--- config.mk ---
export PLATFORM = sky130hd
export DESIGN_NAME = tqvp_dlmiles_i2c_fifo_wm
export DESIGN_NICKNAME = d
export VERILOG_FILES = /design/src/rtl/tqvp_dlmiles_i2c_fifo_wm.sv
export SDC_FILE = /design/constraint.sdc
export NUM_CORES = 1
export LEC_CHECK = 0
export ABC_AREA = 1
export ABC_CLOCK_PERIOD_IN_PS = 2500
export CAP_MARGIN = 10
export CORE_ASPECT_RATIO = 1.4
export CORE_UTILIZATION = 54
export CTS_CLUSTER_DIAMETER = 100
export DETAILED_ROUTE_END_ITERATION = 16
export MAX_ROUTING_LAYER = met4
export PLACE_DENSITY = 0.8
export SETUP_SLACK_MARGIN = 0.05
export SYNTH_ARGS = -nofsm -noshare
export SYNTH_HDL_FRONTEND = slang
export SYNTH_SLANG_ARGS = --single-unit
--- constraint.sdc ---
create_clock -name clk -period 2.5 [get_ports clk]
set_input_delay 0.25 -clock clk [delete_from_list [all_inputs] [get_ports clk]]
set_output_delay 0.25 -clock clk [all_outputs]
set_load 0.1 [all_outputs]
--- src/rtl/tqvp_dlmiles_i2c_fifo_wm.sv ---
// TX/RX byte FIFO pair for the I2C peripheral.
// TX carries CPU data-register writes (data byte plus control bits) to the I2C FSM
// through a valid/ready handshake. RX carries received bytes back to the CPU.
// Each direction reports its occupancy level and raises a one-cycle watermark strobe:
// TX fires when the level falls to the low mark, RX when it rises to the high mark.
module tqvp_dlmiles_i2c_fifo_wm #(
    parameter int unsigned TX_WIDTH = 12,
    parameter int unsigned RX_WIDTH = 8,
    parameter int unsigned DEPTH    = 4,
    localparam int unsigned CNT_W   = $clog2(DEPTH) + 1
) (
    input  logic                clk,
    input  logic                rst_n,
    input  logic                flush_tx_i,
    input  logic                flush_rx_i,
    input  logic [TX_WIDTH-1:0] cpu_wr_data_i,
    input  logic                cpu_wr_stb_i,
    output logic [RX_WIDTH:0]   cpu_rd_data_o,
    input  logic                cpu_rd_stb_i,
    output logic [TX_WIDTH-1:0] tx_data_o,
    output logic                tx_valid_o,
    input  logic                tx_ready_i,
    input  logic [RX_WIDTH-1:0] rx_data_i,
    input  logic                rx_valid_i,
    input  logic [CNT_W-1:0]    tx_wm_i,
    input  logic [CNT_W-1:0]    rx_wm_i,
    output logic [CNT_W-1:0]    tx_level_o,
    output logic [CNT_W-1:0]    rx_level_o,
    output logic                st_tx_overrun_o,
    output logic                st_tx_full_o,
    output logic                st_tx_empty_o,
    output logic                st_rx_overrun_o,
    output logic                st_rx_full_o,
    output logic                st_rx_empty_o,
    output logic                stb_tx_wm_o,
    output logic                stb_rx_wm_o
);

    localparam int unsigned      PTR_W    = $clog2(DEPTH);
    localparam logic [CNT_W-1:0] LVL_FULL = CNT_W'(DEPTH);

    // ---------------- TX state ----------------
    logic [TX_WIDTH-1:0] tx_mem [DEPTH];
    logic [PTR_W-1:0]    tx_wr_ptr;
    logic [PTR_W-1:0]    tx_rd_ptr;
    logic [CNT_W-1:0]    tx_level_q;
    logic [CNT_W-1:0]    tx_level_nxt_c;
    logic                tx_overrun_q;
    logic                tx_full_c;
    logic                tx_empty_c;
    logic                tx_pop_c;
    logic                tx_push_ok_c;

    // ---------------- RX state ----------------
    logic [RX_WIDTH-1:0] rx_mem [DEPTH];
    logic [PTR_W-1:0]    rx_wr_ptr;
    logic [PTR_W-1:0]    rx_rd_ptr;
    logic [CNT_W-1:0]    rx_level_q;
    logic [CNT_W-1:0]    rx_level_nxt_c;
    logic                rx_overrun_q;
    logic                rx_full_c;
    logic                rx_empty_c;
    logic                rx_pop_c;
    logic                rx_push_ok_c;

    logic                stb_tx_wm_q;
    logic                stb_rx_wm_q;

    assign tx_full_c  = (tx_level_q == LVL_FULL);
    assign tx_empty_c = (tx_level_q == '0);
    assign rx_full_c  = (rx_level_q == LVL_FULL);
    assign rx_empty_c = (rx_level_q == '0);

    // TX handshake qualification and next level; a full FIFO still accepts a push when the head leaves
    always_comb begin
        tx_pop_c       = tx_ready_i && !tx_empty_c;
        tx_push_ok_c   = cpu_wr_stb_i && (!tx_full_c || tx_pop_c);
        tx_level_nxt_c = tx_level_q;
        if (flush_tx_i) begin
            tx_level_nxt_c = '0;
        end else if (tx_push_ok_c && !tx_pop_c) begin
            tx_level_nxt_c = tx_level_q + CNT_W'(1);
        end else if (tx_pop_c && !tx_push_ok_c) begin
            tx_level_nxt_c = tx_level_q - CNT_W'(1);
        end
    end

    // RX push/pop qualification and next level; reads of an empty FIFO are ignored
    always_comb begin
        rx_pop_c       = cpu_rd_stb_i && !rx_empty_c;
        rx_push_ok_c   = rx_valid_i && (!rx_full_c || rx_pop_c);
        rx_level_nxt_c = rx_level_q;
        if (flush_rx_i) begin
            rx_level_nxt_c = '0;
        end else if (rx_push_ok_c && !rx_pop_c) begin
            rx_level_nxt_c = rx_level_q + CNT_W'(1);
        end else if (rx_pop_c && !rx_push_ok_c) begin
            rx_level_nxt_c = rx_level_q - CNT_W'(1);
        end
    end

    // TX pointers, level and sticky overrun; flush wins over any same-cycle push or pop
    always_ff @(posedge clk or negedge rst_n) begin
        if (!rst_n) begin
            tx_wr_ptr    <= '0;
            tx_rd_ptr    <= '0;
            tx_level_q   <= '0;
            tx_overrun_q <= 1'b0;
        end else if (flush_tx_i) begin
            tx_wr_ptr    <= '0;
            tx_rd_ptr    <= '0;
            tx_level_q   <= '0;
            tx_overrun_q <= 1'b0;
        end else begin
            if (tx_push_ok_c) begin
                tx_wr_ptr <= tx_wr_ptr + PTR_W'(1);
            end
            if (tx_pop_c) begin
                tx_rd_ptr <= tx_rd_ptr + PTR_W'(1);
            end
            tx_level_q <= tx_level_nxt_c;
            if (cpu_wr_stb_i && !tx_push_ok_c) begin
                tx_overrun_q <= 1'b1;
            end
        end
    end

    // RX pointers, level and sticky overrun; a byte arriving at a full FIFO is dropped (keep oldest)
    always_ff @(posedge clk or negedge rst_n) begin
        if (!rst_n) begin
            rx_wr_ptr    <= '0;
            rx_rd_ptr    <= '0;
            rx_level_q   <= '0;
            rx_overrun_q <= 1'b0;
        end else if (flush_rx_i) begin
            rx_wr_ptr    <= '0;
            rx_rd_ptr    <= '0;
            rx_level_q   <= '0;
            rx_overrun_q <= 1'b0;
        end else begin
            if (rx_push_ok_c) begin
                rx_wr_ptr <= rx_wr_ptr + PTR_W'(1);
            end
            if (rx_pop_c) begin
                rx_rd_ptr <= rx_rd_ptr + PTR_W'(1);
            end
            rx_level_q <= rx_level_nxt_c;
            if (rx_valid_i && !rx_push_ok_c) begin
                rx_overrun_q <= 1'b1;
            end
        end
    end

    // TX storage write; contents are intentionally not reset
    always_ff @(posedge clk) begin
        if (tx_push_ok_c && !flush_tx_i) begin
            tx_mem[tx_wr_ptr] <= cpu_wr_data_i;
        end
    end

    // RX storage write; contents are intentionally not reset
    always_ff @(posedge clk) begin
        if (rx_push_ok_c && !flush_rx_i) begin
            rx_mem[rx_wr_ptr] <= rx_data_i;
        end
    end

    // Watermark crossing strobes; a TX flush is a real drop to zero, an RX flush never fires
    always_ff @(posedge clk or negedge rst_n) begin
        if (!rst_n) begin
            stb_tx_wm_q <= 1'b0;
            stb_rx_wm_q <= 1'b0;
        end else begin
            stb_tx_wm_q <= (tx_level_q > tx_wm_i) && (tx_level_nxt_c <= tx_wm_i);
            stb_rx_wm_q <= !flush_rx_i && (rx_level_q < rx_wm_i) && (rx_level_nxt_c >= rx_wm_i);
        end
    end

    assign tx_data_o       = tx_mem[tx_rd_ptr];
    assign tx_valid_o      = !tx_empty_c;
    assign cpu_rd_data_o   = rx_empty_c ? {1'b1, RX_WIDTH'(0)} : {1'b0, rx_mem[rx_rd_ptr]};
    assign tx_level_o      = tx_level_q;
    assign rx_level_o      = rx_level_q;
    assign st_tx_overrun_o = tx_overrun_q;
    assign st_tx_full_o    = tx_full_c;
    assign st_tx_empty_o   = tx_empty_c;
    assign st_rx_overrun_o = rx_overrun_q;
    assign st_rx_full_o    = rx_full_c;
    assign st_rx_empty_o   = rx_empty_c;
    assign stb_tx_wm_o     = stb_tx_wm_q;
    assign stb_rx_wm_o     = stb_rx_wm_q;

endmodule

* Word level (Yosys, flattened, before mapping)
Memories as Yosys holds them, arrays and structs flattened.
Cells that the tools add are included.
** Word-level totals
- RAM bits :: 80
- Bits of input ports :: 34
- Memories :: 2
- Bits in registers :: 18
** Memory list
- tx_mem :: depth 4, width 12, read ports 1, clocked after memory_dff 0, write ports 1, RTL line 43 : logic [TX_WIDTH-1:0] tx_mem [DEPTH];
- rx_mem :: depth 4, width 8, read ports 1, clocked after memory_dff 0, write ports 1, RTL line 55 : logic [RX_WIDTH-1:0] rx_mem [DEPTH];
** Operators by class
- Multiplexer cells :: 25
- $add $sub $neg :: 8
- Equal/unequal tests :: 2
- Reduce and logical (&&, ||, !) cells :: 35
- Order comparisons :: 4
** Operators with widths (count)
- $mux 3 :: 8
- $mux 2 :: 8
- $logic_and 1x1->1 :: 15
- $reduce_bool 2->1 :: 6
- $logic_not 1->1 :: 10
- $mux 9 :: 1
- $add 2x1->2 const B :: 4
- $mux 1 :: 8
- $add 3x1->3 const B :: 2
- $eq 3x3->1 const B :: 2
- $logic_not 3->1 :: 2
- $sub 3x1->3 const B :: 2
- $ge 3x3->1 :: 1
- $gt 3x3->1 :: 1
- $le 3x3->1 :: 1
- $lt 3x3->1 :: 1
- $logic_or 1x1->1 :: 2

* Depth between registers and ports, before layout
Gate-level depths: netlist of run 1.
- Word-level depth :: 12
- Gate-level depth with buffers :: 12

* Least setup slack after synthesis of run 1
No wires, ideal clock.
- Path kind :: reg-to-output
- From :: register rx_level_q[0] (netlist: rx_level_o[0])
- To :: output cpu_rd_data_o[0]
- Buffers on the path :: 0
- Cell stages (with the launch flop) :: 6
- Arrival :: 3.355 ns
- Path slack :: -1.105 ns
- Cells stage by stage :: dfrtp_1 inv_1 ha_1 nand2_4 inv_2 a21oi_1
** On the way
- Word-level cells in the longest chain between the ends :: 2
** RTL lines
- from (decl) :: RTL line 58 : logic [CNT_W-1:0] rx_level_q;
- from (signal assigned) :: RTL line 147 : rx_level_q <= rx_level_nxt_c;
- $logic_not 3->1 :: RTL line 72 : assign rx_empty_c = (rx_level_q == '0);
- via st_rx_empty_o :: RTL line 34 : output logic st_rx_empty_o,
- $mux 9 :: RTL line 181 : assign cpu_rd_data_o = rx_empty_c ? {1'b1, RX_WIDTH'(0)} : {1'b0, rx_mem[rx_rd_ptr]};
- to (decl) :: RTL line 18 : output logic [RX_WIDTH:0] cpu_rd_data_o,
The timed path passes the listed nets, and every way through them passes these cells.

* Worst setup path after layout of run 1
- From :: register rx_level_q[0] (netlist: rx_level_o[0])
- To :: output cpu_rd_data_o[5]
** On the way
- Word-level cells in the longest chain between the ends :: 2
** RTL lines (RTL line)
- $logic_not 3->1 :: 72
- $mux 9 :: 181
Every way passes these cells.

==> flow_summary.toml, run 1 <==
[status]
status = "completed"

[setup_path]
crit_required_ns = 2.25
path_class = "reg2out"
path_max_fanout = 10
arrival_ns = 1.96
startpoint_type = "flop"
cp-end-kind = "primary output"

[clocking]
clk_path_buf_depth = 2
clk_pin_slew_ns = 0.06
cts_buffers = 9
cts_root_buf = "clkbuf_16"
postCtsSetupBuffers = 0
postCtsHoldBufs = 0
clk_latency_ns = 0.34
tritoncts = "built"
h-tree-depth = 3
cts.sinks = 98
cts_resized = 0

[finish]
stdcell_area_um2 = 6040
area_delta_synth_final_pct = 32.3
drive_gt1_share_pct = 26.7
n_antenna_cell = 0
nFillCells = 539
nets = 544

[pwr]
power_density_nw_per_um2 = 1050
ir_drop_mv = 0.764
p_sw_share_pct = 44.6
power_frac_clock_pct = 19.6
p_switching_w = 0.00283
comb_power_share_pct = 49.5
p_int_w = 0.00352
total_power_w = 0.00635
p_seq_share_pct = 30.9
power.leakage_nw = 2.40

[yosys]
yosysTopAreaCell = "edfxtp_1"
syn_area_per_cell_um2 = 11.3
synth_nets = 464
synth.top_cell.area_share_pct = 52.6
synth.distinct_cells = 32
synth_edf_count = 80
ys_ff_latch = 98
syn-cell-area_um2 = 4570
synthFlopType = "edfxtp_1"
yosys-top-cells-area = "edfxtp_1 (53%), dfrtp_1 (9.9%), ha_1 (6.8%)"
async_flop_share_pct = 18.4
yosysWarnings = 0
yosysSeqAreaShare_pct = 62.4
syn_inst = 405

[timing]
holdWs_ns = 0.281
slew_violations = 0
fin_ws_ns = 0.294
tns_ns = 0
finalSetupViolCount = 0
period_minus_slack_ns = 2.21
rsz0062_at_grt = "no"
finalCritPeriodShare_pct = 88.2
worst_pin_slew_ns = 0.589
fin_skew_ns = 0.00766
hold_violations = 0
fmax_ghz = 0.453
slew_headroom_pct = 60.6

[detailed_routing]
first_pass_iters = 4
first_iter_violations = 172
avgRoutedWirePerCell_um = 15.3
vias_per_cell = 5.32
drt_wl_total_um = 9030
drtAntennaViolNets = 0
num_vias = 3152
drc = 0

[floorplanning]
io_pins = 70
core-area_um2 = 8200
rows = 39
die_h_um = 111
start_util_pct = 55.7
die-area_um2 = 8840
die_w_um = 79.7

[placement]
pre_cts_slack_ns = 0.311
io_buffer_count = 69
dp_hpwl_um = 6350
place_area_um2 = 5770
gp_congestion = 0.787

[global_route]
top_usage_layer = "met2"
first_global_vias = 3252
antenna_found_initial = 0
use_met1_pct = 23.8
grt_use_met3_pct = 4.36
met2_usage_pct = 41.7
grt_max_degree = 29
grt_pass1_wl_um = 14900
track_usage_pct = 22.9
gr-total-overflow = 0

[hold_path]
min_path_type = "in2async"

[job]
maxCapViolations = 0
## cell type report
class	count	area, µm²	area share [%]
flip-flops and latches	98	2870	47.4
multi-input cells	250	1640	27.2
repair buffers	80	958	15.9
clock buffers	11	233	3.85
inverters	46	178	2.94
well taps	102	128	2.11
clock inverters	5	37.5	0.621
## cell usage in the layout (no fill, tap or decap)
cell type and n:
nand3_2 2, nand2_2 8, nand2_1 28, inv_2 10, ha_1 25, o21ai_0 27, a21oi_4 8, edfxtp_1 80
clkbuf_1 2, nor2_4 1, xnor2_1 4, buf_12 22, inv_4 2, clkinvlp_4 1, nor2_1 68, nand2_4 4
dfrtp_4 2, inv_6 2, xor2_1 1, inv_1 33, a21oi_1 11, nor3_1 1, buf_4 25, nand3b_1 2
clkinv_4 1, nand3_1 12, a31oi_1 1, o21ai_1 17, dfrtp_2 4, o21ai_2 4, clkbuf_16 9, clkinv_1 2
nor2_8 1, nor2_2 11, o22ai_2 12, nand3_4 2, dfrtp_1 12, clkdlybuf4s50_1 33
## cell families (layout without fill, tap and decap cells)
logic type	count (synthesis)	after routing	share of synthesized area (%)
buffers and inverters	57	142	5.18
AND/OR/NAND/NOR	140	140	15.1
XOR/XNOR	5	5	0.959
AO/OA/AOI/OAI	80	80	9.45
flip-flops	98	98	62.4
adder cells (fa/ha/maj)	25	25	6.85
## worst paths after layout
path                                 start          endpoint  slack [ns]  depth (start not counted)
max                          rx_level_o[0]  cpu_rd_data_o[5]        0.29                          6
min                                  rst_n     rx_level_o[0]        0.28                          1
max reg2reg                  tx_level_o[0]       stb_tx_wm_o        0.33                         12
min reg2reg                st_tx_overrun_o   st_tx_overrun_o        0.53                          2
max in group asynchronous            rst_n      tx_wr_ptr[0]        1.68                          2
min in group clk           st_tx_overrun_o   st_tx_overrun_o        0.53                          2
## layer usage
metal,wire [µm],part of all wire (%)
met1,3480,39
met4,189,2.1
met5,0,0
met2,5100,56
met3,259,2.9
## synthesized netlist by cell type (2+ instances only)
| cell type | n |
|---|---|
| nand2_4 | 4 |
| o21ai_1 | 17 |
| inv_2 | 10 |
| edfxtp_1 | 80 |
| o21ai_2 | 4 |
| o21ai_0 | 27 |
| nand3b_1 | 2 |
| nand3_2 | 2 |
| ha_1 | 25 |
| buf_4 | 3 |
| a21oi_1 | 19 |
| inv_1 | 33 |
| nand3_4 | 2 |
| o22ai_1 | 12 |
| buf_2 | 4 |
| nand3_1 | 12 |
| nor2_1 | 68 |
| inv_4 | 2 |
| dfrtp_1 | 18 |
| clkbuf_1 | 2 |
| xnor2_1 | 4 |
| nand2_1 | 28 |
| nor2_2 | 11 |
| nand2_2 | 8 |
## flip-flops by register name, summed over array words and instances, names as in the netlist
register,count
rx_level_o,3
rx_mem,32
rx_rd_ptr,2
rx_wr_ptr,2
st_rx_overrun_o,1
st_tx_overrun_o,1
stb_rx_wm_o,1
stb_tx_wm_o,1
tx_level_o,3
tx_mem,48
tx_rd_ptr,2
tx_wr_ptr,2
## worst max-delay path: stages, from the launching register on
cell and delay (ns):
dfrtp_4 0.50, inv_1 0.12, ha_1 0.25, nand2_4 0.09, inv_2 0.39, a21oi_4 0.07, buf_12 0.19
## power by group through the flow
stage | sequential [W] | combinational, W | clock (W)
after detailed placement | 0.00199 | 0.00315 | 0
after floorplan | 0.00224 | 0.00198 | 0
after global routing | 0.00197 | 0.00330 | 0.00133
final | 0.00196 | 0.00314 | 0.00125
after global placement | 0.00199 | 0.00311 | 0
after CTS | 0.00196 | 0.00316 | 0.00127
## metrics by stage
step	utilization, %	instances
global route	73.7	592
detailed placement	70.4	576
global placement	70.4	576
floorplan	-	405
finish	73.7	592
CTS	73.7	592
Note: power is estimated with default switching activity, not from simulation.
==> inputs of run 2 (changes only) <==
--- a/config.mk
+++ b/config.mk
@@ -12,6 +12,7 @@
 export CORE_UTILIZATION = 54
 export CTS_CLUSTER_DIAMETER = 100
 export DETAILED_ROUTE_END_ITERATION = 16
+export HOLD_SLACK_MARGIN = 0.08
 export MAX_ROUTING_LAYER = met4
 export PLACE_DENSITY = 0.8
 export SETUP_SLACK_MARGIN = 0.05
==> results of run 2 <==
Same layout as run 1: the final DEF is identical, and so are final timing and power.
